File: src/rtl/fp_f2u_pipe.sv
// Two-stage float (e5 bias 15, f1.15 fraction) to 16-bit unsigned integer converter
// with a valid/ready handshake; stage 1 decodes the exponent, stage 2 shifts and flags overflow.
module fp_f2u_pipe #(
    parameter bit P_SAT_EN = 1'b1,
    parameter int P_TAG_W  = 4
) (
    input  logic               clk_core,
    input  logic               rst_x,
    input  logic               i_valid,
    output logic               o_ready,
    input  logic [20:0]        i_a,
    input  logic [P_TAG_W-1:0] i_tag,
    output logic               o_valid,
    input  logic               i_ready,
    output logic [15:0]        o_int,
    output logic               o_ovf,
    output logic [P_TAG_W-1:0] o_tag
);

    localparam logic [1:0] CLS_ZERO = 2'd0;
    localparam logic [1:0] CLS_NORM = 2'd1;
    localparam logic [1:0] CLS_OVF  = 2'd2;

    function automatic logic [1:0] classify(input logic [4:0] e);
        if (e == 5'h1F) return CLS_OVF;
        if (e < 5'h0F) return CLS_ZERO;
        return CLS_NORM;
    endfunction

    // Right-shift distance that moves the binary point of f1.15 onto the integer LSB.
    function automatic logic [3:0] shift_amt(input logic [4:0] e);
        logic [4:0] d;
        if (e < 5'h0F) return 4'd15;
        if (e > 5'h1E) return 4'd0;
        d = 5'd30 - e;
        return d[3:0];
    endfunction

    function automatic logic [15:0] saturate(input logic [1:0] cls, input logic [15:0] shifted);
        case (cls)
            CLS_OVF:  return P_SAT_EN ? 16'hFFFF : 16'h0000;
            CLS_NORM: return shifted;
            default:  return 16'h0000;
        endcase
    endfunction

    logic               s1_v;
    logic [3:0]         s1_shift;
    logic [1:0]         s1_cls;
    logic [15:0]        s1_frac;
    logic [P_TAG_W-1:0] s1_tag;

    logic               s2_adv;
    logic               s1_adv;
    logic [15:0]        s2_shifted;

    assign s2_adv     = !o_valid || i_ready;
    assign s1_adv     = !s1_v || s2_adv;
    assign o_ready    = s1_adv;
    assign s2_shifted = s1_frac >> s1_shift;

    // Stage 1: exponent decode
    always_ff @(posedge clk_core or negedge rst_x) begin
        if (!rst_x) begin
            s1_v <= 1'b0;
        end else if (s1_adv) begin
            s1_v <= i_valid;
        end
    end

    always_ff @(posedge clk_core) begin
        if (s1_adv && i_valid) begin
            s1_shift <= shift_amt(i_a[20:16]);
            s1_cls   <= classify(i_a[20:16]);
            s1_frac  <= i_a[15:0];
            s1_tag   <= i_tag;
        end
    end

    // Stage 2: barrel shift and overflow handling, registered straight onto the outputs
    always_ff @(posedge clk_core or negedge rst_x) begin
        if (!rst_x) begin
            o_valid <= 1'b0;
            o_int   <= 16'h0000;
            o_ovf   <= 1'b0;
            o_tag   <= '0;
        end else begin
            if (s2_adv) begin
                o_valid <= s1_v;
            end
            if (s2_adv && s1_v) begin
                o_int <= saturate(s1_cls, s2_shifted);
                o_ovf <= (s1_cls == CLS_OVF);
                o_tag <= s1_tag;
            end
        end
    end

endmodule

File: config.mk
export PLATFORM = sky130hd
export DESIGN_NAME = fp_f2u_pipe
export DESIGN_NICKNAME = d
export VERILOG_FILES = /design/src/rtl/fp_f2u_pipe.sv
export SDC_FILE = /design/constraint.sdc
export NUM_CORES = 1
export LEC_CHECK = 0
export ABC_AREA = 0
export CORE_MARGIN = 4
export CORE_UTILIZATION = 35
export DETAILED_ROUTE_END_ITERATION = 10
export PLACE_DENSITY = 0.55
export SETUP_SLACK_MARGIN = 0.05
export SLEW_MARGIN = 5
export SYNTH_ARGS = -nofsm -noshare
export SYNTH_HDL_FRONTEND = slang
export SYNTH_SLANG_ARGS = --single-unit
export TNS_END_PERCENT = 100
File: constraint.sdc
create_clock -name clk_core -period 2.3 [get_ports clk_core]
set_input_delay 0.69 -clock clk_core [delete_from_list [all_inputs] [get_ports clk_core]]
set_output_delay 0.69 -clock clk_core [all_outputs]
set_load 0.005 [all_outputs]
==> results of run 1 <==
-- per-layer routing --
| metal | wire, µm | GRT usage, % | vias up |
|---|---|---|---|
| li1 | - | - | 880 |
| met5 | 0 | 0 | - |
| met2 | 2360 | 19.7 | 44 |
| met1 | 2450 | 16.5 | 848 |
| met3 | 260 | 2.98 | 5 |
| met4 | 48 | 3.54 | 0 |
-- tightest hold or removal path, stage by stage (launching register included) --
cell      delay, ps
edfxtp_1        330
nand2_1          50
nand2_1          40
-- cell usage after synthesis, types with 3 or more instances --
cell type	number	area (µm²)
a21o_1	3	22.5
a21oi_1	11	55.1
a31oi_1	5	31.3
clkbuf_1	4	15.0
dfrtp_1	23	576
edfxtp_1	26	781
ha_1	4	50.1
inv_1	6	22.5
mux2_2	5	56.3
mux2i_1	9	90.1
mux4_1	6	158
mux4_2	9	203
nand2_1	33	124
nand2b_1	4	25.0
nor2_1	9	33.8
nor2b_1	5	31.3
o21ai_0	9	45.0
o221a_2	4	45.0
-- kinds of logic (layout without fill, tap and decap cells) --
logic type	after synthesis	in the layout	synth area share [%]
simple gates	61	61	11.0
flops	49	49	53.5
compound gates	40	40	10.3
mux	29	29	20.0
buf+inv	15	78	3.01
fa+ha+maj	4	4	1.97
xor+xnor	1	1	0.345
-- path summary, 6_finish.rpt --
check	end	slack, ps	depth (start not counted)
min in group asynchronous	o_int[14]	740	2
hold reg to reg	o_tag[1]	440	2
hold / removal	o_tag[1]	440	2
setup / recovery	o_ready	130	4
setup reg to reg	o_int[2]	350	6
max in group asynchronous	o_int[9]	1330	2
-- through the flow --
step / hold WS, ps / std cells / setup TNS [ps] / setup slack (ps)
6_report: 442 / 358 / 0 / 130
5_1_grt: 451 / 358 / 0 / 57.3
4_1_cts: 438 / 358 / 0 / 122
3_5_place_dp: 423 / 350 / -226 / -226
3_3_place_gp: 423 / 350 / -251 / -251
2_1_floorplan: 394 / 199 / 0 / 384
-- area by class of cell --
type	count	area [µm²]	share of cell area [%]
clock buffer	6	82.6	2.49
clock inverter	2	13.8	0.414
sequential	49	1360	40.8
multi-input combinational	135	1110	33.4
timing repair buffer	64	616	18.5
inverter	6	22.5	0.678
tap	96	120	3.62
-- power groups by stage --
stage / clock, mW / combinational, mW / sequential [mW]
5_1_grt: 0.587 / 0.525 / 1.10
2_1_floorplan: 0 / 0.237 / 1.09
6_report: 0.531 / 0.481 / 1.08
4_1_cts: 0.552 / 0.489 / 1.08
3_3_place_gp: 0 / 0.484 / 1.10
3_5_place_dp: 0 / 0.487 / 1.10
-- flip-flops by register name, indices dropped and copies added (netlist names) --
| name | count |
|---|---|
| o_ovf | 1 |
| s1_cls | 2 |
| s1_tag | 4 |
| s1_v | 1 |
| o_int | 16 |
| o_valid | 1 |
| s1_shift | 4 |
| s1_frac | 16 |
| o_tag | 4 |
-- repair_timing --
item,in CTS,in global routing
gates resized for setup,5,1
gates cloned,0,0
setup endpoints to repair,1,1
endpoints found under the hold margin,0,0
-- placed cells by master (no fill, tap or decap), types with 2 or more instances in the layout --
cell	Yosys	routed
clkdlybuf4s50_1	0	50
nand2_1	33	32
edfxtp_1	26	26
dfrtp_1	23	23
buf_4	1	12
a21oi_1	11	11
nor2_1	9	9
mux2i_1	9	9
o21ai_0	9	9
mux4_2	9	9
inv_1	6	6
mux4_1	6	6
clkbuf_8	0	6
a31oi_1	5	5
mux2_2	5	5
nand2b_1	4	4
nor2b_1	5	4
o221a_2	4	4
ha_1	4	4
a21o_1	3	3
and2_1	2	2
and4_1	2	2
nor3_1	2	2
a211oi_1	2	2
a22oi_1	2	2
==> PnR_summary.wiki, run 1 <==
{| class="wikitable"
! Metric !! Value
|-
| CP max FO || 3
|-
| Routability-driven placement congestion ratio || around 0.8
|-
| Worst-path clk slew || 90 ps
|-
| Combined buffer and inverter count along the critical path || 2
|-
| Per-instance average area after synthesis || 12.8 µm²
|-
| Number of hold buffers added after cts || 0
|-
| Post-synth EDFFs || 26
|-
| Number of synthesized register bits || 49
|-
| Clock latency at the later pin of the worst-skew pair || roughly 300 ps
|-
| # diodes || 0
|-
| Skew final || 9.57 ps
|-
| Power density normalized to cell area || 630 nW/µm²
|-
| Relative slew slack || 66.9%
|-
| Tcrit/Tclk final || ~94%
|-
| Static Leakage || 1.31 nW
|-
| Number of detailed-route iterations in the first pass || 4
|-
| Switching component of the power || 0.535 mW
|-
| Routed Wire Length || 5.12 mm
|-
| Total CTS buffers || 5
|-
| Final antenna-violating net count || 0
|-
| Min Clock Period, post-route || 2170 ps
|-
| Remaining global-route overflow || 0
|-
| Routed WL per cell || approximately 14 µm
|-
| Sequential share of the synthesized area || between 50 and 60%
|-
| Internal portion of total power || 1.56 mW
|-
| Max-capacitance violation count || 0
|-
| Placed wire-length estimate after detailed placement || 3.96 mm
|-
| Design Area, Final || about 3300 µm²
|-
| Initial core utilization || 36.7%
|-
| Dominant delay contributor by cell family on the critical path || buffers and inverters
|-
| Syn-to-layout area delta || 30.9%
|-
| Floorplan die height || 93.1 µm
|-
| Width of the chip || approximately 93 µm
|-
| Vias post-DR || 1777
|-
| Largest net degree at the start of global routing || 27
|-
| Endpoint arrival time on the critical path || 1480 ps
|-
| Endpoint required time on the critical path || 1610 ps
|-
| RR Startpoint || s1_shift[0]
|-
| Share of cells above drive strength 1 || between 10% and 20%
|-
| Share of flip-flops with an asynchronous set or reset || 46.9%
|-
| Fraction of power spent switching nets || 25.6%
|-
| RSZ-0062 raised after global routing || no
|-
| Number of vias per cell || 4.96
|-
| YS warnings || 0
|-
| Total die area || 8680 µm²
|-
| CTS tree || yes
|-
| Final count of hold timing violations || 0
|-
| DRC errors left || 0
|-
| Clock Tree Buf Depth || 2
|-
| Maximum achievable frequency || about 460 MHz
|-
| Post CTS Setup Buffer Count || 0
|-
| Stage delay of the slowest cell on the critical path || 430 ps
|-
| Critical path class || in -> out
|-
| Initial antenna violation count || 0
|-
| Total Power Consumption || 2.09 mW
|-
| Core Area || between 6000 and 7000 µm²
|-
| First-pass GRT wire length || 8.41 mm
|-
| Relative contribution of sequential cells to total power || 51.6%
|-
| Kind of capture point of the worst setup path || output pin
|-
| Post-route core utilization || roughly half
|-
| H-tree levels || 2
|-
| Slew at the pin closest to its max-slew limit || a little under 500 ps
|-
| Worst hold path type || reg -> reg
|-
| Netlist area before placement || 2540 µm²
|-
| Worst supply voltage drop on vdd || 0.000369 V
|-
| Number of port buffers || 51
|-
| Run status || finished clean
|-
| Startpoint of the most critical hold path || s1_tag[1]
|-
| Proportion of power drawn by the clock network || between 20 and 30%
|-
| Sort of element at the start of the critical path || input port
|-
| Top-Level Pins || 52
|-
| Setup-failing EPs final || 0
|-
| Number of cells produced by synthesis || 199
|-
| Clock net sink count || 49
|-
| Net count reported at finish || 294
|-
| Via count of the first global-routing pass || 1715
|-
| Cell with the largest stage delay on the worst path || clkdlybuf4s50_1
|-
| Combinational share of power || between 20% and 30%
|-
| Worst-path cell chain || clkdlybuf4s50_1 > nor2b_2 > nand2_2 > buf_2
|-
| Global-route usage over all layers || between 10 and 15%
|-
| Clock tree root driver cell || clkbuf_8
|-
| Max-slew violation count || 0
|-
| Total placed instance area || 3220 µm²
|-
| Prevailing post-synth register cell || edfxtp_1
|-
| Fill count || 649
|-
| DRT iter0 DRCs || just over 70
|-
| Post-synth net total || 232
|-
| Start point of the critical path || i_ready
|-
| Cell variety after synth || 36
|-
| Number of cell rows || 30
|}
Note: power is estimated with default switching activity, not from simulation.
==> run 2: changes to the inputs <==
CTS_CLUSTER_SIZE = 20   (was default)
==> results of run 2 <==
No change in the layout: final DEF, timing and power equal those of run 1.
==> run 3: changes to the inputs <==
CORE_UTILIZATION = 47   (was 35)
PLACE_DENSITY = 0.71   (was 0.55)
SLEW_MARGIN = 20   (was 5)
clock period = 2.6 ns   (was 2.3 ns; I/O delays follow)
==> PnR_summary.wiki, run 3 (synthesis gave the netlist of run 1 again) <==
{| class="wikitable"
! Metric !! Value
|-
| First-pass GRT wire length || 8.11 mm (was 8.41 mm)
|-
| Skew final || 6.96 ps (was 9.57 ps)
|-
| Endpoint arrival time on the critical path || 1730 ps (was 1480 ps)
|-
| Initial antenna violation count || 0 (unchanged)
|-
| Sort of element at the start of the critical path || input port (unchanged)
|-
| Relative slew slack || 66.3% (was 66.9%)
|-
| Number of port buffers || 51 (unchanged)
|-
| Routed WL per cell || 14.8 µm (was 14.3 µm)
|-
| Global-route usage over all layers || 16.3% (was 12.3%)
|-
| CP max FO || 3 (unchanged)
|-
| CTS tree || yes (unchanged)
|-
| Most common library cell in the layout ignoring fill and taps || clkdlybuf4s50_1 (unchanged)
|-
| Number of hold buffers added after cts || 0 (unchanged)
|-
| Number of cell rows || 26 (was 30)
|-
| # diodes || 0 (unchanged)
|-
| Tcrit/Tclk final || a little over nine tenths
|-
| Via count of the first global-routing pass || 1740 (was 1715)
|-
| Net count reported at finish || 291 (was 294)
|-
| Total Power Consumption || 1.80 mW (was 2.09 mW)
|-
| Post-Route Hold Slack || 444 ps (was 442 ps)
|-
| Final Worst Setup Slack || 89.7 ps (was 130 ps)
|-
| Clock Tree Buf Depth || 2 (unchanged)
|-
| Kind of capture point of the worst setup path || output pin (unchanged)
|-
| Worst hold path type || reg -> reg (unchanged)
|-
| Number of vias per cell || 5.36 (was 4.96)
|-
| Worst supply voltage drop on vdd || 0.000298 V (was 0.000369 V)
|-
| Met2 demand-to-capacity share in global routing || 26.5% (was 19.7%)
|-
| Cell with the largest stage delay on the worst path || clkdlybuf4s50_1 (unchanged)
|-
| Total die area || 6640 µm² (was 8680 µm²)
|-
| Min Clock Period, post-route || 2510 ps
|-
| Remaining global-route overflow || 0 (unchanged)
|-
| Multi-input gate area in the final layout || 1110 µm² (about the same)
|-
| Stage delay of the slowest cell on the critical path || 430 ps (about the same)
|-
| Share of cells above drive strength 1 || 13.9% (was 16.0%)
|-
| Critical path class || in -> out (unchanged)
|-
| Top Registers || o_int: 16 flops, s1_frac: 16 flops (unchanged)
|-
| Fill count || 426 (was 649)
|-
| Maximum achievable frequency || between 300 and 400 MHz
|-
| Routability-driven placement congestion ratio || 0.881 (was 0.790)
|-
| Syn-to-layout area delta || 28.2% (was 30.9%)
|-
| Run status || finished clean (unchanged)
|-
| Layer carrying the most global-route usage || met2 (unchanged)
|-
| Power density normalized to cell area || 554 nW/µm² (was 630 nW/µm²)
|-
| Final antenna-violating net count || 0 (unchanged)
|-
| Clock tree root driver cell || clkbuf_8 (unchanged)
|-
| Placement-stage worst setup slack || -126 ps (was -226 ps)
|-
| Clock latency at the later pin of the worst-skew pair || 300 ps (about the same)
|-
| Width of the chip || 81.5 µm (was 93.1 µm)
|-
| DRC errors left || 0 (unchanged)
|-
| Routed Wire Length || 4.88 mm (was 5.12 mm)
|-
| Worst-path cell chain || clkdlybuf4s50_1 > nor2b_2 > nand2_1 > dlygate4sd2_1 (was clkdlybuf4s50_1 > nor2b_2 > nand2_2 > buf_2)
|-
| H-tree levels || 2 (unchanged)
|-
| Total placed instance area || 3170 µm² (was 3220 µm²)
|-
| Largest net degree at the start of global routing || 27 (unchanged)
|-
| Max-slew violation count || 0 (unchanged)
|-
| Met1 routing resource usage after global routing || 20.7% (was 16.5%)
|-
| Floorplan die height || 81.5 µm (was 93.1 µm)
|-
| Setup-failing EPs final || 0 (unchanged)
|-
| Static Leakage || 1.29 nW (was 1.31 nW)
|-
| Final total negative setup slack || 0 ps (unchanged)
|-
| Slew at the pin closest to its max-slew limit || 505 ps (was 495 ps)
|-
| Core Area || 5170 µm² (was 6910 µm²)
|-
| Final count of hold timing violations || 0 (unchanged)
|-
| Number of detailed-route iterations in the first pass || 4 (unchanged)
|-
| Max-capacitance violation count || 0 (unchanged)
|-
| Placed wire-length estimate after detailed placement || 3.72 mm (was 3.96 mm)
|-
| DRT iter0 DRCs || 125 (was 71)
|-
| Design Area, Final || 3250 µm² (was 3320 µm²)
|-
| Dpl cells || 321 (was 350)
|-
| Initial core utilization || 49.1% (was 36.7%)
|-
| Vias post-DR || 1764 (was 1777)
|-
| Commonest cells after routing, fill and taps aside || clkdlybuf4s50_1, nand2_1, edfxtp_1 (unchanged)
|-
| Fin cells || 329 (was 358)
|-
| Clock net sink count || 49 (unchanged)
|-
| RSZ-0062 raised after global routing || no (unchanged)
|-
| Global routing met3 resource utilization || 3.84% (was 2.98%)
|-
| Area used by sequential logic in the layout || 1360 µm² (unchanged)
|-
| Worst-path clk slew || 80 ps (was 90 ps)
|-
| Total CTS buffers || 5 (unchanged)
|-
| Endpoint required time on the critical path || 1820 ps (was 1610 ps)
|-
| Top-Level Pins || 52 (unchanged)
|-
| Post-route core utilization || 62.9% (was 48.1%)
|}
==> run 3: cell count changes in the layout (fill, tap and decap cells not counted), sizes merged <==
cell | previous run | this run
buf | 14 | 10
dlygate4sd2 | 0 | 1
==> run 3: worst max-delay path, delay by kind of cell <==
| kind | cells | cell delay (ps) |
|---|---|---|
| simple gates | 2 | 240 |
| buf+inv | 2 | 710 |
==> run 3: path summary, 6_finish.rpt <==
path                              from        end  slack, ps  cells after the start
setup reg to reg           s1_shift[0]   o_int[1]        410                      5
hold / removal               s1_tag[2]   o_tag[2]        440                      2
setup / recovery               i_ready    o_ready         90                      4
hold reg to reg              s1_tag[2]   o_tag[2]        440                      2
min in group asynchronous        rst_x  o_int[15]        840                      2
max in group asynchronous        rst_x   o_tag[2]       1530                      2
==> run 3: timing repair <==
item / CTS / global route
hold endpoints to repair: 0 / 0
gates resized for setup: 2 / 0
setup buffers: 0 / 0
endpoints found under the setup margin: 1 / 0
==> run 3: routing by layer <==
layer / up-vias / part of all wire, % / wire, µm
met5: - / 0 / 0
met4: 0 / 1.6 / 80
met3: 6 / 4.7 / 230
met2: 46 / 48 / 2360
met1: 837 / 45 / 2200
li1: 875 / - / -
==> run 3: layout make-up <==
| cell class | instances | share of cell area [%] |
|---|---|---|
| flip-flops and latches | 49 | 41.7 |
| multi-input cells | 135 | 34.0 |
| repair buffers | 61 | 18.3 |
| well taps | 70 | 2.69 |
| clock buffers | 6 | 2.23 |
| inverters | 6 | 0.692 |
| clock inverters | 2 | 0.308 |
==> run 3: power by group <==
part	internal [mW]	switching [mW]	total [mW]
sequential	0.903	0.0573	0.961
clock	0.187	0.236	0.423
combinational	0.255	0.163	0.417
